## src/rtl/uart_rx_core_pkg.sv

```systemverilog
// Shared UART definitions: FSM state encoding, parity modes and helpers.
// The receive core uses them today; the transmit core will import the same package.
package uart_rx_core_pkg;

  typedef enum logic [2:0] {
    ST_IDLE   = 3'd0,
    ST_START  = 3'd1,
    ST_DATA   = 3'd2,
    ST_PARITY = 3'd3,
    ST_STOP   = 3'd4
  } rx_state_t;

  localparam int PARITY_NONE = 0;
  localparam int PARITY_ODD  = 1;
  localparam int PARITY_EVEN = 2;

  // sclk cycles per bit; integer division, so the line rate rounds slightly fast
  function automatic int baud_cnt_calc(input int clk_freq, input int baud);
    return clk_freq / baud;
  endfunction

  // 2-of-3 majority used to vote each bit from three adjacent samples
  function automatic logic maj3(input logic a, input logic b, input logic c);
    return (a & b) | (a & c) | (b & c);
  endfunction

endpackage

```

## src/rtl/uart_rx_core_baud_tick.sv

```systemverilog
// Bit-period timer shared by the UART cores: counts 0..BAUD_CNT-1 and flags the
// three mid-bit sample points and the end of the bit.
module uart_baud_tick #(
  parameter int BAUD_CNT = 434
) (
  input  logic sclk,
  input  logic rst_n,
  input  logic clr,
  output logic smp_m1,
  output logic smp_mid,
  output logic smp_p1,
  output logic bit_end
);

  localparam int CW  = $clog2(BAUD_CNT);
  localparam int MID = BAUD_CNT / 2;

  logic [CW-1:0] cnt;

  // free-running bit counter; clr realigns it to the detected start edge
  always_ff @(posedge sclk or negedge rst_n) begin
    if (!rst_n) begin
      cnt <= '0;
    end else if (clr || bit_end) begin
      cnt <= '0;
    end else begin
      cnt <= cnt + 1'b1;
    end
  end

  assign smp_m1  = (cnt == CW'(MID - 1));
  assign smp_mid = (cnt == CW'(MID));
  assign smp_p1  = (cnt == CW'(MID + 1));
  assign bit_end = (cnt == CW'(BAUD_CNT - 1));

endmodule

```

## src/rtl/uart_rx_core.sv

```systemverilog
// Parametrised UART receiver: synchroniser, start detect, 3-sample majority
// vote per bit, parity and framing checks, one po_flag pulse per frame.
//
//   state     | meaning
//   ----------+-----------------------------------------------------------
//   ST_IDLE   | waiting for a falling edge on the synchronised line
//   ST_START  | start bit; a majority of 1 at mid-bit is treated as a glitch
//   ST_DATA   | DATA_W data bits, LSB first, shifted in at mid-bit
//   ST_PARITY | parity bit compared against the received data
//   ST_STOP   | stop bit(s); frame is delivered just after mid of the last one
module uart_rx_core
  import uart_rx_core_pkg::*;
#(
  parameter int CLK_FREQ  = 50_000_000,
  parameter int BAUD      = 9600,
  parameter int DATA_W    = 8,
  parameter int PARITY    = 0,
  parameter int STOP_BITS = 1
) (
  input  logic              sclk,
  input  logic              rst_n,
  input  logic              rx,
  output logic [DATA_W-1:0] rx_data,
  output logic              po_flag,
  output logic              parity_err,
  output logic              frame_err,
  output logic              busy
);

  localparam int BAUD_CNT = baud_cnt_calc(CLK_FREQ, BAUD);
  localparam int IW       = $clog2(DATA_W + 1);
  localparam logic [IW-1:0] LAST_IDX = IW'(DATA_W - 1);
  localparam logic ODD_FLIP = (PARITY == PARITY_ODD);

  logic rx_m, rx_ss, rx_s;
  logic fall;
  logic smp_m1, smp_mid, smp_p1, bit_end;
  logic s_m1, s_mid, maj;

  rx_state_t state, state_nxt;
  logic [IW-1:0]     bit_idx;
  logic              stop_idx;
  logic              last_stop;
  logic [DATA_W-1:0] shreg;
  logic              perr_acc, ferr_acc;

  logic clr_cnt, idx_clr, idx_inc, shift_en, par_chk, stop_smp, stop_next, finish;

  // two synchroniser flops plus one history flop for edge detection; idle-high reset
  always_ff @(posedge sclk or negedge rst_n) begin
    if (!rst_n) begin
      rx_m  <= 1'b1;
      rx_ss <= 1'b1;
      rx_s  <= 1'b1;
    end else begin
      rx_m  <= rx;
      rx_ss <= rx_m;
      rx_s  <= rx_ss;
    end
  end

  assign fall = rx_s & ~rx_ss;

  uart_baud_tick #(
    .BAUD_CNT(BAUD_CNT)
  ) u_baud_tick (
    .sclk    (sclk),
    .rst_n   (rst_n),
    .clr     (clr_cnt),
    .smp_m1  (smp_m1),
    .smp_mid (smp_mid),
    .smp_p1  (smp_p1),
    .bit_end (bit_end)
  );

  // third vote is the live sample, so the majority is valid at MID+1
  assign maj       = maj3(s_m1, s_mid, rx_s);
  assign last_stop = (STOP_BITS == 1) ? 1'b1 : stop_idx;
  assign busy      = (state != ST_IDLE);

  // FSM state register
  always_ff @(posedge sclk or negedge rst_n) begin
    if (!rst_n) begin
      state <= ST_IDLE;
    end else begin
      state <= state_nxt;
    end
  end

  // next-state decode and datapath strobes
  always_comb begin
    state_nxt = state;
    clr_cnt   = 1'b0;
    idx_clr   = 1'b0;
    idx_inc   = 1'b0;
    shift_en  = 1'b0;
    par_chk   = 1'b0;
    stop_smp  = 1'b0;
    stop_next = 1'b0;
    finish    = 1'b0;
    case (state)
      ST_IDLE: begin
        if (fall) begin
          state_nxt = ST_START;
          clr_cnt   = 1'b1;
        end
      end
      ST_START: begin
        if (smp_p1 && maj) begin
          state_nxt = ST_IDLE;
        end else if (bit_end) begin
          state_nxt = ST_DATA;
          idx_clr   = 1'b1;
        end
      end
      ST_DATA: begin
        shift_en = smp_p1;
        if (bit_end) begin
          if (bit_idx == LAST_IDX) begin
            state_nxt = (PARITY != PARITY_NONE) ? ST_PARITY : ST_STOP;
          end else begin
            idx_inc = 1'b1;
          end
        end
      end
      ST_PARITY: begin
        par_chk = smp_p1;
        if (bit_end) begin
          state_nxt = ST_STOP;
        end
      end
      ST_STOP: begin
        stop_smp = smp_p1;
        if (smp_p1 && last_stop) begin
          finish    = 1'b1;
          state_nxt = ST_IDLE;
        end else if (bit_end) begin
          stop_next = 1'b1;
        end
      end
      default: state_nxt = ST_IDLE;
    endcase
  end

  // sample capture, shifter, error accumulators and registered outputs
  always_ff @(posedge sclk or negedge rst_n) begin
    if (!rst_n) begin
      s_m1       <= 1'b1;
      s_mid      <= 1'b1;
      bit_idx    <= '0;
      stop_idx   <= 1'b0;
      shreg      <= '0;
      perr_acc   <= 1'b0;
      ferr_acc   <= 1'b0;
      rx_data    <= '0;
      po_flag    <= 1'b0;
      parity_err <= 1'b0;
      frame_err  <= 1'b0;
    end else begin
      po_flag <= 1'b0;
      if (smp_m1)  s_m1  <= rx_s;
      if (smp_mid) s_mid <= rx_s;
      if (clr_cnt) begin
        perr_acc <= 1'b0;
        ferr_acc <= 1'b0;
        stop_idx <= 1'b0;
      end
      if (idx_clr) begin
        bit_idx <= '0;
      end else if (idx_inc) begin
        bit_idx <= bit_idx + 1'b1;
      end
      if (shift_en)  shreg    <= {maj, shreg[DATA_W-1:1]};
      if (par_chk)   perr_acc <= maj ^ (^shreg) ^ ODD_FLIP;
      if (stop_smp)  ferr_acc <= ferr_acc | ~maj;
      if (stop_next) stop_idx <= 1'b1;
      if (finish) begin
        po_flag    <= 1'b1;
        rx_data    <= shreg;
        parity_err <= perr_acc;
        frame_err  <= ferr_acc | ~maj;
      end
    end
  end

endmodule

```

## config.mk

```make
export PLATFORM = sky130hd
export DESIGN_NAME = uart_rx_core
export DESIGN_NICKNAME = d
export VERILOG_FILES = /design/src/rtl/uart_rx_core_pkg.sv /design/src/rtl/uart_rx_core_baud_tick.sv /design/src/rtl/uart_rx_core.sv
export SDC_FILE = /design/constraint.sdc
export NUM_CORES = 1
export LEC_CHECK = 0
export BUFFER_PORTS_ARGS = -buffer_cell sky130_fd_sc_hd__buf_2
export CORE_ASPECT_RATIO = 1.75
export CORE_MARGIN = 10
export CORE_UTILIZATION = 33
export CTS_BUF_LIST = sky130_fd_sc_hd__clkbuf_8 sky130_fd_sc_hd__clkbuf_16
export CTS_CLUSTER_DIAMETER = 120
export DETAILED_ROUTE_END_ITERATION = 6
export PLACE_DENSITY = 0.58
export SKIP_CTS_REPAIR_TIMING = 1
export SLEW_MARGIN = 20
export SYNTH_ARGS = -nofsm -noshare
export SYNTH_HDL_FRONTEND = slang
export SYNTH_SLANG_ARGS = --single-unit
```

## constraint.sdc

```tcl
create_clock -name sclk -period 2 [get_ports sclk]
set_input_delay 0.4 -clock sclk [delete_from_list [all_inputs] [get_ports sclk]]
set_output_delay 0.4 -clock sclk [all_outputs]
set_load 0.01 [all_outputs]
```

# [Word-level counts from Yosys, hierarchy flattened]
# Index checks and enable logic that the tools add are counted.
[classes] multipliers=0 div=0 magnitude_cmp=0 n_eq_ne=15 mux=28 n_bitwise=10 n_reduce_logical=9 add_sub_neg=2 shift=0
[ops] cell="== test 13 x 12 -> 1 bit (second input constant)" n=3
[ops] cell="two-way mux 3 bit" n=7
[ops] cell="two-way mux 1 bit" n=17
[ops] cell="one-hot mux 3 bit (5 select lines)" n=1
[ops] cell="adder 13 x 1 -> 13 bit (second input constant)" n=1
[ops] cell="== test 13 bit (second input constant)" n=1
[ops] cell="two-way mux 13 bit" n=1
[ops] cell="two-way mux 4 bit" n=2
[ops] cell="parity 8 bit" n=1
[ops] cell="== test 3 x 2 -> 1 bit (second input constant)" n=2
[ops] cell="!= test 2 bit (second input constant)" n=3
[ops] cell="AND reduction 6 bit" n=1
[ops] cell="nonzero test 2 bit" n=3
[ops] cell="adder 4 x 1 -> 4 bit (second input constant)" n=1
[ops] cell="AND 1 bit" n=4
[ops] cell="== test 4 x 3 -> 1 bit (second input constant)" n=1
[ops] cell="!= test 2 x 1 -> 1 bit (second input constant)" n=2
[ops] cell="== test 3 x 1 -> 1 bit (second input constant)" n=1
[ops] cell="== test 3 bit (second input constant)" n=1
[ops] cell="zero test 3 bit" n=1
[ops] cell="!= test 3 x 2 -> 1 bit (second input constant)" n=1
[ops] cell="bitwise OR 1 bit" n=3
[ops] cell="nonzero test 3 bit" n=1
[ops] cell="inverter 1 bit" n=2
[ops] cell="3 further kinds" n=3
[totals] memories=0 out_inout_bits=12 regBits=46 input_bits=3 mem_bits_ro=0 latch_bits=0 ram_bits=0

# [Longest topological paths before layout]
# Gate-level depths: netlist (run 1).
[depth] ltp_word=7 depth_mapped=6 depth_no_buf=6

# [Hierarchy]
# From an unflattened synthesis (run 1), not the netlist that was laid out.
[hier_totals] hier_cells=182 hier_area_um2=2237.1
[by_module_without_submodules] module="uart_rx_core" n_inst=1 cells_each=105 area_each_um2=1453.9 seq_area_each_um2=832.0
[by_module_without_submodules] module="uart_baud_tick" n_inst=1 cells_each=77 area_each_um2=783.3 seq_area_each_um2=325.3

# [Worst setup path after synthesis (run 1)]
# Ideal clock, no wire load.
[synth_path] kind="register to register" from="reg u_baud_tick.cnt[4]" to="reg frame_err" path_stages_with_launch=5 arrival_ns=1.970 period_less_slack_ns=2.095 required_time_ns=1.875 slack_ns=-0.095 cell_sequence="dfrtp_1 > or4_4 > or4_4 > nor2_8 > mux2_2"
[synth_between] elab_chain_len=3
[synth_lines] element="start, declared" line_no="uart_rx_core_baud_tick.sv:18" source="logic [CW-1:0] cnt;"
[synth_lines] element="start signal, assigned" line_no="uart_rx_core_baud_tick.sv:27" source="cnt <= cnt + 1'b1;"
[synth_lines] element="== test 13 x 12 -> 1 bit" line_no="uart_rx_core_baud_tick.sv:33" source="assign smp_p1 = (cnt == CW'(MID + 1));"
[synth_lines] element="two-way mux 1 bit" line_no="uart_rx_core.sv:134" source="if (smp_p1 && last_stop) begin"
[synth_lines] element="two-way mux 1 bit" line_no="uart_rx_core.sv:101" source="case (state)"
[synth_lines] element="end signal, assigned" line_no="uart_rx_core.sv:181" source="frame_err <= ferr_acc | ~maj;"
[synth_lines] element="end, declared" line_no="uart_rx_core.sv:26" source="output logic frame_err,"
# No other way between the ends.
# A chain may end at the register's enable or synchronous reset.

# [Worst setup path in the final report (run 1)]
[layout_path] from="reg u_baud_tick.cnt[4]" to="reg parity_err"
[layout_between] elab_chain_len=3
[layout_lines] element="== test 13 x 12 -> 1 bit" line_no="uart_rx_core_baud_tick.sv:33"
[layout_lines] element="two-way mux 1 bit" line_no="uart_rx_core.sv:134"
[layout_lines] element="two-way mux 1 bit" line_no="uart_rx_core.sv:101"
[layout_lines] element="end signal, assigned" line_no="uart_rx_core.sv:180" source="parity_err <= perr_acc;"
[layout_lines] element="end, declared" line_no="uart_rx_core.sv:25" source="output logic parity_err,"
# No other way between the ends.

==> results.yml, run 1 <==
outcome:
  outcome: "finished, violations left"
  violations: "negative setup slack"
critical_path:
  worstPathCellList: "or4_4, or4_4, nor2_8, mux2_2"
  critPathTopFamily: "simple AND/OR/NAND/NOR gates"
  cp-start-kind: "register"
  worstPathArrival_ps: 2240
  cp-end-kind: "register"
  crit_buf_inv: 0
  critPathKind: "register to register"
  max_stage_delay_ps: 540
  cp_common_cell: "or4_4"
  critPathMaxFanout: 10
  cpMaxStageDelayCell: "or4_4"
  crit_required_ps: 2170
power:
  ir_drop_uv: 281.4
  p_total_mw: 2.238
  power_density_nw_per_um2: 846.8
  leakagePower_nw: 1.256
timing:
  setup_viol: 10
  finalHoldViolations: 0
  worst_pin_slew_ps: 571.0
  rsz0062_at_grt: "yes"
  fmaxAchievable_ghz: 0.4823
  fin_crit_ps: 2074
  fin_skew_ps: 2.598
  fin_crit_sh_pct: 103.7
  final_max_slew_viol_count: 0
  relSlewSlack_pct: 61.93
  fin_ws_ps: -73.57
  tns_ps: -632.7
yosys:
  syn_inst: 191
  synth.avg_cell_area_um2: 11.51
  synth_seq_cells: 46
  synth-main-ff-cell: "dfrtp_1"
  yosys.cell_types.count: 41
  syn_area_um2: 2198
  synth_nets: 198
  synth-edff-count: 0
  async_flop_share_pct: 100.0
  yosysWarnings: 0
  seq_area_frac_synth_pct: 52.65
drt:
  viasPerCell: 4.977
  drc: 0
  met3_length_um: 209
  wl_per_cell_um: 14.59
  drtIter0Drc: 62
  top_layer_used: "met4"
  drtPass1Iterations: 4
  detail_route.wirelength_um: 4495
  vias: 1533
  wl_met2_um: 2559
  antenna_left: 0
  wl_met1_um: 1572
clocking:
  cts.sinks: 46
  cts_max_level: 2
  numCtsBuffers: 5
  clockBufferDepth: 2
  clock-root-buffer: "clkbuf_16"
  clk_latency_ps: 280
  cts_tree: "built"
  clk_pin_slew_worst_paths_ps: 60
global_routing:
  antenna_found_initial: 0
  grt_pass1_vias: 1656
  grt-ovfl-total: 0
  grt_max_degree: 47
  grt_pass1_wl_um: 7859
  grt.total_usage_pct: 9.626
floorplanning:
  start_util_pct: 33.87
  ios: 15
  die_width_um: 81.70
  dieArea_um2: 10460
  rows: 39
  core_area_um2: 6490
  dieHeight_um: 128.0
final_layout:
  final_common_cell: "dfrtp_1"
  insertedDiodeCount: 0
  layout.nets: 232
  syn2layout_area_growth_pct: 20.20
  fill_cells: 630
  layout_common_cells: "dfrtp_1, mux2_2, buf_4"
  drive_above_1_share_pct: 29.20
run:
  max-cap-violations: 0
placed_design:
  hpwl_um: 3459
  place_congestion: 0.7391
  io_buffers: 14
hold_path:
  min_path_type: "input pin to async pin"
==> metal layers <==
layer  global-route usage [%]  vias to the layer above
li1                         -                      749
met1                    9.083                      751
met2                    17.70                       24
met3                    2.598                        9
met4                    5.433                        0
met5                        0                        -
==> stage by stage <==
step	util [%]	worst slack, ps	cell area [um2]	hold WS [ps]	cells
6_report	40.72	-73.57	2643	200.2	308
5_1_grt	40.72	-144.5	2643	204.2	308
2_1_floorplan	-	-56.09	2198	104.4	191
4_1_cts	40.56	-111.3	2633	202.1	307
3_5_place_dp	38.29	-102.7	2485	348.9	299
3_3_place_gp	38.29	-74.95	2485	345.3	299
==> cells in the mapped netlist, types with 2 or more instances <==
| cell type | instances | area [um2] |
|---|---|---|
| dfrtp_1 | 41 | 1026 |
| mux2_1 | 3 | 33.78 |
| a21oi_1 | 7 | 35.03 |
| and2_1 | 2 | 12.51 |
| o21ai_0 | 7 | 35.03 |
| nor2_1 | 14 | 52.55 |
| or4_4 | 2 | 22.52 |
| or4_1 | 3 | 22.52 |
| ha_1 | 4 | 50.05 |
| xor2_1 | 5 | 43.79 |
| or3_1 | 5 | 31.28 |
| nor3b_1 | 2 | 15.01 |
| nand4_1 | 4 | 25.02 |
| nand2_1 | 14 | 52.55 |
| nor3_1 | 2 | 10.01 |
| xnor2_1 | 8 | 70.07 |
| and3_1 | 3 | 18.77 |
| and4_1 | 3 | 26.28 |
| mux2_2 | 18 | 202.7 |
| clkbuf_1 | 3 | 11.26 |
| o211ai_1 | 3 | 22.52 |
| nand3_1 | 7 | 35.03 |
| inv_1 | 4 | 15.01 |
| a21o_1 | 2 | 15.01 |
| dfstp_2 | 5 | 131.4 |
| nand2b_1 | 5 | 31.28 |
==> final cells by class <==
cell class	instances	area, um2	share of cell area [%]
Multi-Input combinational cell	138	1017	38.49
Clock inverter	2	8.758	0.3314
Tap cell	82	102.6	3.883
Inverter	4	15.01	0.5682
Sequential cell	46	1157	43.80
Timing Repair Buffer	30	202.7	7.670
Clock buffer	6	138.9	5.256
==> power breakdown <==
group	switching, mW	internal [mW]	leakage (nW)	total, mW
sequential	0.0857	1.00	0.611	1.09
combinational	0.178	0.157	0.567	0.335
clock	0.323	0.490	0.0780	0.813
==> kinds of logic (layout without fill, tap and decap cells) <==
family	after synthesis	count (layout)	synth area share (%)
buffers and inverters	7	42	1.195
DFF	46	46	52.65
muxes	22	22	11.21
xor gates and xnor gates	14	14	6.204
and+or+nand+nor	73	73	19.35
adders and majority gates	5	5	2.732
AOI/OAI and AO/OA	24	24	6.659
==> flip-flops by register name, indices dropped and copies added (netlist names), 3 cells and up <==
signal / cells
rx_data: 8
state: 3
bit_idx: 4
shreg: 8
u_baud_tick.cnt: 13
==> final timing paths <==
kind / start / endpoint / slack, ps / depth (start not counted)
worst min register to register: rx_m / rx_ss / 360 / 0
max in group asynchronous: rst_n / rx_data[3] / 1420 / 2
worst min-delay path: rst_n / u_baud_tick.cnt[0] / 200 / 2
min in group sclk: rx / rx_m / 210 / 1
worst max-delay path: u_baud_tick.cnt[4] / parity_err / -70 / 4
worst max register to register: u_baud_tick.cnt[4] / parity_err / -70 / 4
(Power assumes the default switching activity.)
==> run 2: changes to the inputs <==
--- a/config.mk
+++ b/config.mk
@@ -13,6 +13,7 @@
 export CTS_CLUSTER_DIAMETER = 120
 export DETAILED_ROUTE_END_ITERATION = 6
 export PLACE_DENSITY = 0.58
+export REMOVE_ABC_BUFFERS = 1
 export SKIP_CTS_REPAIR_TIMING = 1
 export SLEW_MARGIN = 20
 export SYNTH_ARGS = -nofsm -noshare
==> run 2 against run 1 <==
Against the previous run: core utilization is 1.1 points higher; the run still ends with negative setup slack left; clock-buffer cell count is 1 lower; first-iteration DRC count is 9.7% lower.
==> results.yml, run 2 (same netlist as run 1, synthesis figures left out) <==
drt:
  drtIter0Drc: 56
  antenna_left: 0
  drtPass1Iterations: 4
  drc: 0
  wl_per_cell_um: 15.08
  viasPerCell: 5.000
  detail_route.wirelength_um: 4691
  vias: 1555
clocking:
  clock-root-buffer: "clkbuf_16"
  cts_tree: "built"
  cts_max_level: 2
  numCtsBuffers: 5
  cts.sinks: 46
  clk_latency_ps: 290
  clockBufferDepth: 2
  clk_pin_slew_worst_paths_ps: 60
timing:
  finalHoldViolations: 0
  worst_hold_slack_ps: 205.7
  fin_ws_ps: -75.73
  fmaxAchievable_ghz: 0.4818
  fin_crit_ps: 2076
  setup_viol: 10
  fin_crit_sh_pct: 103.8
  final_max_slew_viol_count: 0
  worst_pin_slew_ps: 453.2
  fin_skew_ps: 5.678
  rsz0062_at_grt: "yes"
  relSlewSlack_pct: 69.58
critical_path:
  cp-end-kind: "register"
  critPathKind: "register to register"
  critPathMaxFanout: 5
  crit_required_ps: 2170
  r2r_slack_ps: -80
  regToRegEndpoint: "rx_data[4]"
  cp-start-kind: "register"
  ff2ff_path_depth: 4
  reg2reg_from: "u_baud_tick.cnt[7]"
  worstPathArrival_ps: 2250
global_routing:
  grt_pass1_wl_um: 8238
  antenna_found_initial: 0
  grt-ovfl-total: 0
  grt_pass1_vias: 1660
  grt_max_degree: 24
  grt.total_usage_pct: 10.19
power:
  leakagePower_nw: 1.281
  ir_drop_uv: 342.3
  power_density_nw_per_um2: 880.6
final_layout:
  instances_no_fill: 311
  largest_reg_flops: 13
  insertedDiodeCount: 0
  top_regs: "u_baud_tick.cnt x13, rx_data x8, shreg x8"
  drive_above_1_share_pct: 30.13
  syn2layout_area_growth_pct: 23.56
  regMostFlops: "u_baud_tick.cnt"
  layout.nets: 235
  final_common_cell: "dfrtp_1"
  layout_common_cells: "dfrtp_1, buf_4, nor2_1, buf_2, nand2_1"
run:
  max-cap-violations: 0
placed_design:
  io_buffers: 14
  dp_cells: 300
  place_congestion: 0.7794
  hpwl_um: 3597
floorplanning:
  rows: 39
  dieHeight_um: 128.0
  dieArea_um2: 10460
  core_area_um2: 6490
  start_util_pct: 33.87
  die_width_um: 81.70
  ios: 15
outcome:
  violations: "negative setup slack"
  outcome: "finished, violations left"
hold_path:
  min_from: "rx"
  min_path_type: "input pin to register"
  whs_endpoint: "rx_m"
  hold_depth: 1
[run 2: changes by cell type in the layout (fill, tap and decap cells not counted)]
cell	change
buf_4	+1
bufinv_16	+1
clkbuf_8	-1
clkinv_2	-1
dlygate4sd3_1	+1
inv_1	+1
mux2_1	-2
mux2_2	-6
mux2_4	+8
nor2_4	+1
[run 2: final cells by class]
type,count,area (um2)
tap,82,102.6
inverter,4,15.01
clock buffer,5,125.1
multi-input combinational,139,1059
timing repair buffer,32,220.2
clock inverter,3,37.54
sequential,46,1157
fill,629,3774
[run 2: worst max-delay path, stage by stage, from the launching register on]
cell     delay [ps]
dfrtp_1         370
or4_4           530
or4_4           490
nor2_4          240
mux2_4          320
[run 2: how the worst max path moves through the flow]
stage          cells past startpoint         end  slack (ps)                from
2_1_floorplan                      4   frame_err        -100  u_baud_tick.cnt[4]
3_3_place_gp                       4  rx_data[1]        -100  u_baud_tick.cnt[4]
3_5_place_dp                       4  rx_data[1]        -130  u_baud_tick.cnt[4]
4_1_cts                            4  rx_data[1]        -140  u_baud_tick.cnt[4]
5_1_grt                            4  rx_data[2]        -120  u_baud_tick.cnt[7]
6_report                           4  rx_data[4]         -80  u_baud_tick.cnt[7]
[run 2: per-stage QoR]
step | area, um2 | util (%) | power [mW] | TNS (ps) | setup WS, ps
finish | 2716 | 41.85 | 2.392 | -610.1 | -75.73
global placement | 2492 | 38.40 | 1.484 | -967.8 | -102.2
global route | 2716 | 41.85 | 2.528 | -1129 | -121.5
CTS | 2655 | 40.91 | 2.422 | -1301 | -139.1
floorplan | 2187 | - | 1.291 | -911.4 | -95.12
detailed placement | 2492 | 38.40 | 1.492 | -1206 | -128.7
[run 2: power breakdown]
| part | internal (mW) | switching (mW) |
|---|---|---|
| Sequential | 1.00 | 0.0682 |
| Clock | 0.580 | 0.333 |
| Combinational | 0.191 | 0.216 |
| Total | 1.77 | 0.618 |
[run 2: routing by layer]
metal  global-route usage, %  routed length, um  share of wire [%]  vias to the layer above
li1                        -                  -                  -                      761
met1                   9.983               1638                 35                      759
met2                   18.26               2692                 57                       25
met3                   2.458                182                3.9                       10
met4                   6.338                178                3.8                        0
met5                       0                  0                  0                        -
